<file path="src/rtl/gwct_apb_burst_master.sv">
// rtl/gwct_apb_burst_master.sv - APB burst master: 1..2^LEN_W beats, incr/fixed addressing, streamed data
// Optional ACCESS-phase PREADY timeout is enabled by defining GWCT_TIMEOUT_EN.
module gwct_apb_burst_master #(
    parameter int unsigned ADDR_W  = 32,
    parameter int unsigned DATA_W  = 32,
    parameter int unsigned LEN_W   = 8,
    parameter int unsigned TIMEOUT = 1024,
    parameter logic [2:0]  PROT    = 3'b000
) (
    input  logic                  clk,
    input  logic                  rstn,
    input  logic [ADDR_W-1:0]     cmd_addr,
    input  logic                  cmd_write,
    input  logic [LEN_W-1:0]      cmd_len,
    input  logic                  cmd_incr,
    input  logic                  cmd_valid,
    output logic                  cmd_ready,
    input  logic [DATA_W-1:0]     wr_data,
    input  logic                  wr_valid,
    output logic                  wr_ready,
    output logic [DATA_W-1:0]     rd_data,
    output logic                  rd_last,
    output logic                  rd_valid,
    input  logic                  rd_ready,
    output logic                  done,
    output logic                  resp_err,
    output logic                  resp_timeout,
    output logic [LEN_W:0]        resp_beats,
    output logic [ADDR_W-1:0]     PADDR,
    output logic                  PSEL,
    output logic                  PENABLE,
    output logic                  PWRITE,
    output logic [DATA_W-1:0]     PWDATA,
    output logic [DATA_W/8-1:0]   PSTRB,
    output logic [2:0]            PPROT,
    input  logic [DATA_W-1:0]     PRDATA,
    input  logic                  PREADY,
    input  logic                  PSLVERR
);

    typedef enum logic [2:0] {
        S_IDLE, S_WDATA, S_SETUP, S_ACCESS, S_RPUSH, S_DONE
    } state_t;

    localparam logic [ADDR_W-1:0] ADDR_STEP = ADDR_W'(DATA_W / 8);

    state_t             state_q, state_d;
    logic               alive_q;
    logic [ADDR_W-1:0]  addr_q, addr_d;
    logic               write_q, write_d;
    logic [LEN_W-1:0]   len_q, len_d;
    logic               incr_q, incr_d;
    logic [DATA_W-1:0]  wdata_q, wdata_d;
    logic [DATA_W-1:0]  rdata_q, rdata_d;
    logic [LEN_W:0]     beats_q, beats_d;
    logic               err_q, err_d;

    logic [LEN_W:0]     len_plus1;
    logic [LEN_W:0]     beats_nxt;
    logic [ADDR_W-1:0]  addr_adv;
    logic               timed_out;

    assign len_plus1 = {1'b0, len_q} + (LEN_W+1)'(1);
    assign beats_nxt = beats_q + (LEN_W+1)'(1);
    assign addr_adv  = incr_q ? addr_q + ADDR_STEP : addr_q;

`ifdef GWCT_TIMEOUT_EN
    localparam int unsigned TCNT_W = $clog2(TIMEOUT + 1);

    logic [TCNT_W-1:0]  tcnt_q, tcnt_d;
    logic               to_q, to_d;

    assign timed_out    = (state_q == S_ACCESS) && !PREADY && (tcnt_q == TCNT_W'(TIMEOUT - 1));
    assign resp_timeout = to_q;

    always_comb begin
        tcnt_d = tcnt_q;
        to_d   = to_q;
        if (state_q == S_IDLE && cmd_valid && alive_q) begin
            to_d = 1'b0;
        end
        if (state_q == S_SETUP) begin
            tcnt_d = '0;
        end else if (state_q == S_ACCESS && !PREADY) begin
            tcnt_d = tcnt_q + TCNT_W'(1);
        end
        if (timed_out) begin
            to_d = 1'b1;
        end
    end

    always_ff @(posedge clk or negedge rstn) begin
        if (!rstn) begin
            tcnt_q <= '0;
            to_q   <= 1'b0;
        end else begin
            tcnt_q <= tcnt_d;
            to_q   <= to_d;
        end
    end
`else
    assign timed_out    = 1'b0;
    assign resp_timeout = (TIMEOUT == 0) && 1'b0;
`endif

    always_comb begin
        state_d   = state_q;
        addr_d    = addr_q;
        write_d   = write_q;
        len_d     = len_q;
        incr_d    = incr_q;
        wdata_d   = wdata_q;
        rdata_d   = rdata_q;
        beats_d   = beats_q;
        err_d     = err_q;
        cmd_ready = 1'b0;
        wr_ready  = 1'b0;
        rd_valid  = 1'b0;
        done      = 1'b0;
        PSEL      = 1'b0;
        PENABLE   = 1'b0;
        // An error beat is always the last one delivered on the read stream.
        rd_last   = (state_q == S_RPUSH) && ((beats_q == len_plus1) || err_q);

        case (state_q)
            S_IDLE: begin
                cmd_ready = alive_q;
                if (cmd_valid && alive_q) begin
                    addr_d  = cmd_addr;
                    write_d = cmd_write;
                    len_d   = cmd_len;
                    incr_d  = cmd_incr;
                    beats_d = '0;
                    err_d   = 1'b0;
                    state_d = cmd_write ? S_WDATA : S_SETUP;
                end
            end
            S_WDATA: begin
                wr_ready = 1'b1;
                if (wr_valid) begin
                    wdata_d = wr_data;
                    state_d = S_SETUP;
                end
            end
            S_SETUP: begin
                PSEL    = 1'b1;
                state_d = S_ACCESS;
            end
            S_ACCESS: begin
                PSEL    = 1'b1;
                PENABLE = 1'b1;
                if (PREADY) begin
                    beats_d = beats_nxt;
                    rdata_d = PRDATA;
                    err_d   = err_q | PSLVERR;
                    if (!write_q) begin
                        state_d = S_RPUSH;
                    end else if (PSLVERR || beats_nxt == len_plus1) begin
                        state_d = S_DONE;
                    end else begin
                        addr_d  = addr_adv;
                        state_d = S_WDATA;
                    end
                end else if (timed_out) begin
                    state_d = S_DONE;
                end
            end
            S_RPUSH: begin
                rd_valid = 1'b1;
                if (rd_ready) begin
                    if (rd_last) begin
                        state_d = S_DONE;
                    end else begin
                        addr_d  = addr_adv;
                        state_d = S_SETUP;
                    end
                end
            end
            S_DONE: begin
                done    = 1'b1;
                state_d = S_IDLE;
            end
            default: state_d = S_IDLE;
        endcase
    end

    always_ff @(posedge clk or negedge rstn) begin
        if (!rstn) begin
            state_q <= S_IDLE;
            alive_q <= 1'b0;
            addr_q  <= '0;
            write_q <= 1'b0;
            len_q   <= '0;
            incr_q  <= 1'b0;
            wdata_q <= '0;
            rdata_q <= '0;
            beats_q <= '0;
            err_q   <= 1'b0;
        end else begin
            state_q <= state_d;
            alive_q <= 1'b1;
            addr_q  <= addr_d;
            write_q <= write_d;
            len_q   <= len_d;
            incr_q  <= incr_d;
            wdata_q <= wdata_d;
            rdata_q <= rdata_d;
            beats_q <= beats_d;
            err_q   <= err_d;
        end
    end

    assign rd_data    = rdata_q;
    assign resp_err   = err_q;
    assign resp_beats = beats_q;
    assign PADDR      = addr_q;
    assign PWRITE     = write_q;
    assign PWDATA     = wdata_q;
    assign PSTRB      = '1;
    assign PPROT      = PROT;

endmodule

</file>
<file path="config.mk">
export PLATFORM = sky130hd
export DESIGN_NAME = gwct_apb_burst_master
export DESIGN_NICKNAME = d
export VERILOG_FILES = /design/src/rtl/gwct_apb_burst_master.sv
export SDC_FILE = /design/constraint.sdc
export NUM_CORES = 1
export LEC_CHECK = 0
export CELL_PAD_IN_SITES_DETAIL_PLACEMENT = 2
export CELL_PAD_IN_SITES_GLOBAL_PLACEMENT = 2
export CORE_MARGIN = 4
export CORE_UTILIZATION = 26
export DETAILED_ROUTE_END_ITERATION = 10
export PLACE_DENSITY = 0.82
export SYNTH_ARGS = -nofsm -noshare
export SYNTH_HDL_FRONTEND = slang
export SYNTH_SLANG_ARGS = --single-unit
</file>
<file path="constraint.sdc">
create_clock -name clk -period 3.6 [get_ports clk]
set_clock_uncertainty 0.05 [all_clocks]
set_input_delay 0.72 -clock clk [delete_from_list [all_inputs] [get_ports clk]]
set_output_delay 0.72 -clock clk [all_outputs]
set_load 0.02 [all_outputs]
</file>
==> results.txt <==
- The run finished with clean final reports.
* Timing-limited maximum frequency: 0.3007 GHz
- Clk_lat worst skew: 420 ps
- Core region area: roughly 24000 µm²
- Maximum number of pins on one net before global-route repair: between 60 and 70
- Row generation in the floorplan step produced 57 rows.
- Antenna violations before repair: 0
- The via count of the first global-routing pass came to about 6900.
* Top_reg_cell synth: sky130_fd_sc_hd__dfrtp_1
- Leaving out fill and tap cells, the most frequent cells in the layout are sky130_fd_sc_hd__clkdlybuf4s50_1 (224), sky130_fd_sc_hd__nand2_1 (129), sky130_fd_sc_hd__dfrtp_1 (120).
- GRT Total Usage: 0.1876
- Setup violations remaining at the end of the flow were counted as 0.
- In the post-synthesis netlist, the biggest area contributors are sky130_fd_sc_hd__dfrtp_1 (47%), sky130_fd_sc_hd__mux2_2 (7.7%), sky130_fd_sc_hd__nand2_1 (7.6%).
- From left edge to right edge, the die measures approximately 160 µm.
- Maximum vdd drop: 0.3457 mV
* Adder and majority gate portion of the synthesized area: 0.005865
* Setup TNS: 0 ps
* Arrival time of data at the critical path endpoint: 2560 ps
- The cell sitting at the root of the clock tree is a sky130_fd_sc_hd__clkbuf_16.
* Number of max-slew violations in the final report: 0
* Fraction of the yosys area taken by sequential cells: 0.4692
- Core utilization of the finished layout: 0.3982
* Fraction of final layout cells sized beyond drive strength 1: 0.1267
* Post-detailed-route count of antenna-violating nets: 0
- Relative slew slack: 0.3164
- Initial core utilization: 0.2639
- The final layout contains approximately 1000 nets.
- Number of flops mapped to enable cells by yosys: 0
- Most frequent standard cell in the layout excluding fill and tap cells: sky130_fd_sc_hd__clkdlybuf4s50_1
- The portion of synthesized area spent on multiplexers is 0.08231.
* Clock tree buffer depth: 2
- At the end of routability-driven placement, the weighted congestion stood at slightly above 0.8.
* Number of flip-flops and latches in the synthesized netlist: 120
- Avg Vias per Cell: around 5.1
- In this run the cell area measured after placement is around 9000 µm².
* Total power per unit cell area: between 900 and 1000 nW/µm²
* Wire length of the first global-routing pass: roughly 40000 µm
- Final antenna diode count: 0
- Synthesis produced between 600 and 700 cells.
- The floorplan step set the die height to between 150 and 200 µm.
* Final cell area excluding filler cells: ~9700 µm²
- Setup slack, reg-to-reg: around 400 ps
- Max-cap violations: 0
- The first TritonRoute pass finished after 6 iterations.
* DRC viols: 0
- The die covers 27190 µm².
- For the pin with the worst max-slew slack, the measured transition is between 1000 and 1500 ps.
* Hpwl dp: between 15000 and 20000 µm
- The share of the synthesized area in compound gates (AO/OA/AOI/OAI) is 0.1586.
- The worst setup path is launched from a register.
* Yosys top cell by area: sky130_fd_sc_hd__dfrtp_1
- In this run the number of H-tree levels came out at 4.
- The worst setup path is captured at a primary output.
- Counting distinct cell types in the post-synthesis netlist gives 72.
- Number of buffers inserted during clock tree synthesis: 17
- Of the post-synthesis cell area, the dominant cell type holds 0.4692.
- Total global routing overflow: 0
* Largest driver fanout on the critical path: 7
- Averaged over all synthesized cells, the footprint is 9.481 µm².
- After synthesis the cells add up to 6400 µm².
- After clock tree synthesis, the clock-pin slew on the worst setup and hold paths is approximately 60 ps.
* Type of the worst setup path: register to primary output
- Clock tree synthesis found a total of between 100 and 150 sinks.
- Final Hold Fails: 0
* Clock tree from TritonCTS: built
* Count of hold-fix buffers inserted at cts: 0
- Aggregate routed wire length: between 20000 and 30000 µm
- Setup repair after global routing left no endpoint under its margin.
* Num ports: between 200 and 250
- Port Buffers: between 200 and 250
- Filler cell count in the final layout: around 2600
- Main combinational cell family by area after synthesis: simple AND/OR/NAND/NOR gates
- Number of vias after detailed routing: 6242
- Counting flops with an async set or reset pin after synthesis yields a share of 1.000.
- STA puts the critical path data required time at about 2800 ps.
* Iteration-0 DRC Markers: around 250
* Share of synthesized cell area in and, or, nand and nor gates: 0.2035
* Part of the cycle the worst path needs: 0.9238
- Class of the tightest hold or removal check: input pin to asynchronous set/reset pin
* Standby leakage power: 3.935 nW
- Synthesized-area fraction occupied by xor and xnor cells: 0.03069
- For the finished layout, the period the worst path requires is 3326 ps.
- Number of warnings reported in the yosys synthesis log: 0
- Post-synthesis to final-layout area growth: 50.87%
- Dividing the detail-routed wire length by the instance count gives slightly above 20 µm.
power breakdown:
part,internal [mW],leakage (nW),switching [mW]
registers,1.98,1.46,0.643
clock network,1.11,0.298,0.732
logic,2.20,2.18,2.49
registers in the layout (all words and copies together) (netlist names):
name	count
PADDR	32
PWDATA	32
rd_data	32
resp_beats	9
len_q	8
state_q	3
PWRITE	1
alive_q	1
incr_q	1
resp_err	1
repair_timing:
action	4_1_cts	5_1_grt
setup buffers	1	0
cloned	0	0
pin swaps	1	0
setup endpoints to repair	1	1
gates resized for setup	2	2
Yosys cell counts (4+ instances only):
cell                        number
sky130_fd_sc_hd__nand2_1       129
sky130_fd_sc_hd__dfrtp_1       120
sky130_fd_sc_hd__mux2_2         44
sky130_fd_sc_hd__nor2_1         42
sky130_fd_sc_hd__clkbuf_1       32
sky130_fd_sc_hd__o21ai_0        27
sky130_fd_sc_hd__nor4_1         25
sky130_fd_sc_hd__a21oi_1        22
sky130_fd_sc_hd__nand3_1        20
sky130_fd_sc_hd__a2bb2oi_1      18
sky130_fd_sc_hd__a31oi_1        13
sky130_fd_sc_hd__xnor2_1        12
sky130_fd_sc_hd__buf_4          10
sky130_fd_sc_hd__o41ai_1         9
sky130_fd_sc_hd__nand4_1         8
sky130_fd_sc_hd__nor3_1          8
sky130_fd_sc_hd__o21ai_1         8
sky130_fd_sc_hd__o22ai_1         8
sky130_fd_sc_hd__buf_1           7
sky130_fd_sc_hd__and3_1          6
sky130_fd_sc_hd__xor2_1          6
sky130_fd_sc_hd__and2_1          5
sky130_fd_sc_hd__buf_2           5
sky130_fd_sc_hd__and4_1          4
sky130_fd_sc_hd__buf_6           4
sky130_fd_sc_hd__inv_1           4
sky130_fd_sc_hd__nor2b_1         4
per-stage QoR:
| stage | hold WS [ps] | setup slack (ps) | cells | total power [mW] |
|---|---|---|---|---|
| 3_3_place_gp | 406.1 | 261.2 | 1199 | 7.153 |
| 2_1_floorplan | 374.4 | 700.7 | 682 | 5.223 |
| 4_1_cts | 344.3 | 34.21 | 1232 | 9.284 |
| 3_5_place_dp | 416.3 | 142.1 | 1199 | 7.352 |
| 6_report | 327.1 | 274.1 | 1232 | 9.153 |
| 5_1_grt | 368.4 | 68.91 | 1232 | 9.801 |
cell type report:
class	count	area, µm²	area share
multi-input cells	499	3133	0.3245
inverters	4	15.01	0.001555
flip-flops and latches	120	3003	0.3110
well taps	324	405.4	0.04199
clock buffers	18	429.2	0.04445
repair buffers	253	2482	0.2571
clock inverters	14	187.7	0.01944
routing by layer:
metal	global-route usage	wire [µm]	vias to the layer above
li1	-	-	2872
met3	0.06763	2067	13
met4	0.04008	181	0
met2	0.3204	12700	185
met5	0	0	-
met1	0.2278	10140	3172
critical path: stages (launching register included):
cell                       delay, ps
sky130_fd_sc_hd__dfrtp_1         460
sky130_fd_sc_hd__ha_1            260
sky130_fd_sc_hd__or4_1           520
sky130_fd_sc_hd__o221ai_1        220
sky130_fd_sc_hd__a22oi_1         120
sky130_fd_sc_hd__nor2_1          200
sky130_fd_sc_hd__o21a_1          160
sky130_fd_sc_hd__clkbuf_2        200
cell families after synthesis:
kind of cell               count (synthesis)
adders and majority gates                  3
muxes                                     47
AOI/OAI and AO/OA                        147
buffers and inverters                     63
and+or+nand+nor                          273
DFF                                      120
other                                      2
xor gates and xnor gates                  20
final timing paths:
check,start,to,cells after the start
max in group asynchronous,rstn,PWDATA[16],2
setup reg to reg,resp_beats[0],PADDR[21],9
hold / removal,rstn,PADDR[19],1
min in group clk,rd_data[23],rd_data[23],2
hold reg to reg,rd_data[23],rd_data[23],2
setup / recovery,len_q[0],rd_last,7
(Power assumes the default switching activity.)
==> edit: new RTL, config.mk and constraints unchanged <==
The parameter `ADDR_W` goes from 32 to 40.
--- a/src/rtl/gwct_apb_burst_master.sv
+++ b/src/rtl/gwct_apb_burst_master.sv
@@ -1,7 +1,7 @@
 // rtl/gwct_apb_burst_master.sv - APB burst master: 1..2^LEN_W beats, incr/fixed addressing, streamed data
 // Optional ACCESS-phase PREADY timeout is enabled by defining GWCT_TIMEOUT_EN.
 module gwct_apb_burst_master #(
-    parameter int unsigned ADDR_W  = 32,
+    parameter int unsigned ADDR_W  = 40,
     parameter int unsigned DATA_W  = 32,
     parameter int unsigned LEN_W   = 8,
     parameter int unsigned TIMEOUT = 1024,
Ports: changed (resized PADDR and cmd_addr); port bits go from 235 to 251. No check against the original RTL was run, so the function may have changed too.
==> edit against the unedited design <==
Synthesized area increased by 9.1%. Via count increased by 7.1%. Worst setup slack worse by 0.024 ns. Maximum frequency is 0.73% lower. Cell count increased by 8.2%. Sequential power grew 8.0%. Final area rose by 7.1%. Power rose by 6.7%. Wire length rose by 10%. Combinational power up 11%. Sequential cell count rose by 8. Largest power group unchanged.
==> edit: results (changes against the unedited design) <==
Adder-Cell Fraction of Synth Area 0.00538 (was 0.00587); leading post-synthesis cells by cell area dfrtp_1 46%, nand2_1 8.9%, mux2_2 7.3%, o21ai_0 3.0%, nand3_1 2.7% (was dfrtp_1 47%, mux2_2 7.7%, nand2_1 7.6%, a2bb2oi_1 2.5%, nor2_1 2.5%); share of the synthesized area in compound gates (AO/OA/AOI/OAI) 0.166 (was 0.159); GPL Wtd Cong 0.803 (was 0.821); via count of the first global-routing pass 7403 (was 6857); endpoint arrival time on the critical path 2.58 ns (was 2.56 ns); proportion of synthesized chip area in sequential cells 0.459 (was 0.469); xor/xnor share of the synthesized area 0.0274 (was 0.0307); detailed placer's ending HPWL 20.3 mm (was 18.2 mm); number of inserted filler cells in the final layout 2859 (was 2632); Crit path largest cell delay 0.54 ns (was 0.52 ns); highest ir drop seen on vdd 0.317 mV (was 0.346 mV); total leakage power 4.23 nW (was 3.94 nW); master of the slowest instance on the critical path dfrtp_1 (was or4_1); initial DRC count 199 (was 248); average wire per cell in the routed design 20.7 um (was 20.4 um); worst hold slack across all endpoints 0.278 ns (was 0.327 ns); path class of the lowest-slack min-delay path in -> async (unchanged); flip-flop count of the largest register after layout 40; Reg2Reg Depth 10 (was 9); number of distinct library cells after synthesis 64 (was 72); wire length of the first global-routing pass 42.7 mm (was 40.0 mm); r2r setup slk 0.65 ns (was 0.40 ns); final net count 1109 (was 1011); clock network latency to the later pin of the worst-skew pair 0.42 ns (about the same); non-filler instance count after layout 1333 (was 1232); overall track demand over capacity in global routing 0.185 (was 0.188); result of the run completed (unchanged); end of the worst register-to-register path PADDR[23] (was PADDR[21]); proportion of layout cells with a drive suffix above 1 0.155 (was 0.127); drt pass-1 iters 4 (was 6); total of buffers placed on input and output ports 242 (was 226); Reg-to-Reg Start len_q[0] (was resp_beats[0]); deepest clock path buffer count 2 (unchanged); Least-Margin Pin Slew 0.856 ns (was 1.02 ns); most frequent cells after synthesis 166 x nand2_1, 128 x dfrtp_1, 45 x mux2_2 (was 129 x nand2_1, 120 x dfrtp_1, 44 x mux2_2); via count 6687 (was 6242); mux contribution to synthesized area 0.0754 (was 0.0823); count of mapped cells out of synthesis 750 (was 675); number of antenna violations at the first check in global routing 2 (was 0); maximum number of pins on one net before global-route repair 71 (was 68); Max Fanout on Critical Path 7 (unchanged)
[edit: changes by cell type after synthesis, sizes merged, moves of 9 or more]
cell,before,now
nand3,21,38
clkbuf,33,24
nor4,26,3
o41ai,10,0
a31o,1,12
a31oi,13,24
and3,6,18
nand2,129,167
a2bb2oi,18,0
a21oi,22,39
nor2,42,29
[edit: layout make-up]
| type | count | area share |
|---|---|---|
| Clock buffer | 19 | 0.0428 |
| Tap cell | 335 | 0.0405 |
| Sequential cell | 128 | 0.310 |
| Timing Repair Buffer | 267 | 0.254 |
| Inverter | 11 | 0.00399 |
| Clock inverter | 12 | 0.0132 |
| Multi-Input combinational cell | 560 | 0.335 |
| Antenna cell | 1 | 0.000242 |
[edit: routing by layer]
metal	part of all wire	up-vias	wire length [um]	global-route usage
li1	-	3102	-	-
met4	0.019	2	515	0.0502
met2	0.51	169	14000	0.323
met1	0.42	3379	11600	0.225
met5	0.00069	-	19	0
met3	0.057	35	1580	0.0501
[edit: repair_timing]
item / CTS / global route
hold buffers: 0 / 0
gates resized for setup: 4 / 3
setup endpoints to repair: 1 / 1
endpoints found under the hold margin: 0 / 0
setup buffers: 0 / 2
[edit: metrics by stage]
stage	setup slack, ns	instance area, sq um
after floorplan	0.899	7010
after global placement	0.227	9740
after detailed placement	0.185	9740
after CTS	0.0103	10300
after global routing	0.128	10300
final	0.250	10300
[edit: where the power goes]
group / internal (mW) / total, mW / switching (mW)
clock network: 1.04 / 1.75 / 0.707
registers: 2.11 / 2.83 / 0.718
logic: 2.38 / 5.19 / 2.81
total: 5.54 / 9.77 / 4.23
[edit: worst register-to-register path: stages, from the launching register on]
cell	delay, ns
dfrtp_2	0.43
ha_2	0.23
buf_4	0.17
xnor2_2	0.28
mux2i_1	0.23
mux2i_1	0.16
a2111oi_4	0.40
nand4_2	0.14
buf_4	0.31
a31o_2	0.30
a21boi_0	0.12
[edit: worst max path at each step]
| stage | from | end | cells after the start |
|---|---|---|---|
| after floorplan | len_q[0] | rd_last | 9 |
| after global placement | len_q[0] | rd_last | 9 |
| after detailed placement | len_q[0] | rd_last | 9 |
| after CTS | len_q[1] | rd_last | 9 |
| after global routing | len_q[3] | rd_last | 8 |
| final | len_q[3] | rd_last | 8 |
[edit: logic make-up after synthesis]
kind of cell / after synthesis
flops: 128
buf+inv: 69
other cells: 2
mux: 47
xor+xnor: 21
compound gates: 164
fa+ha+maj: 3
simple gates: 316
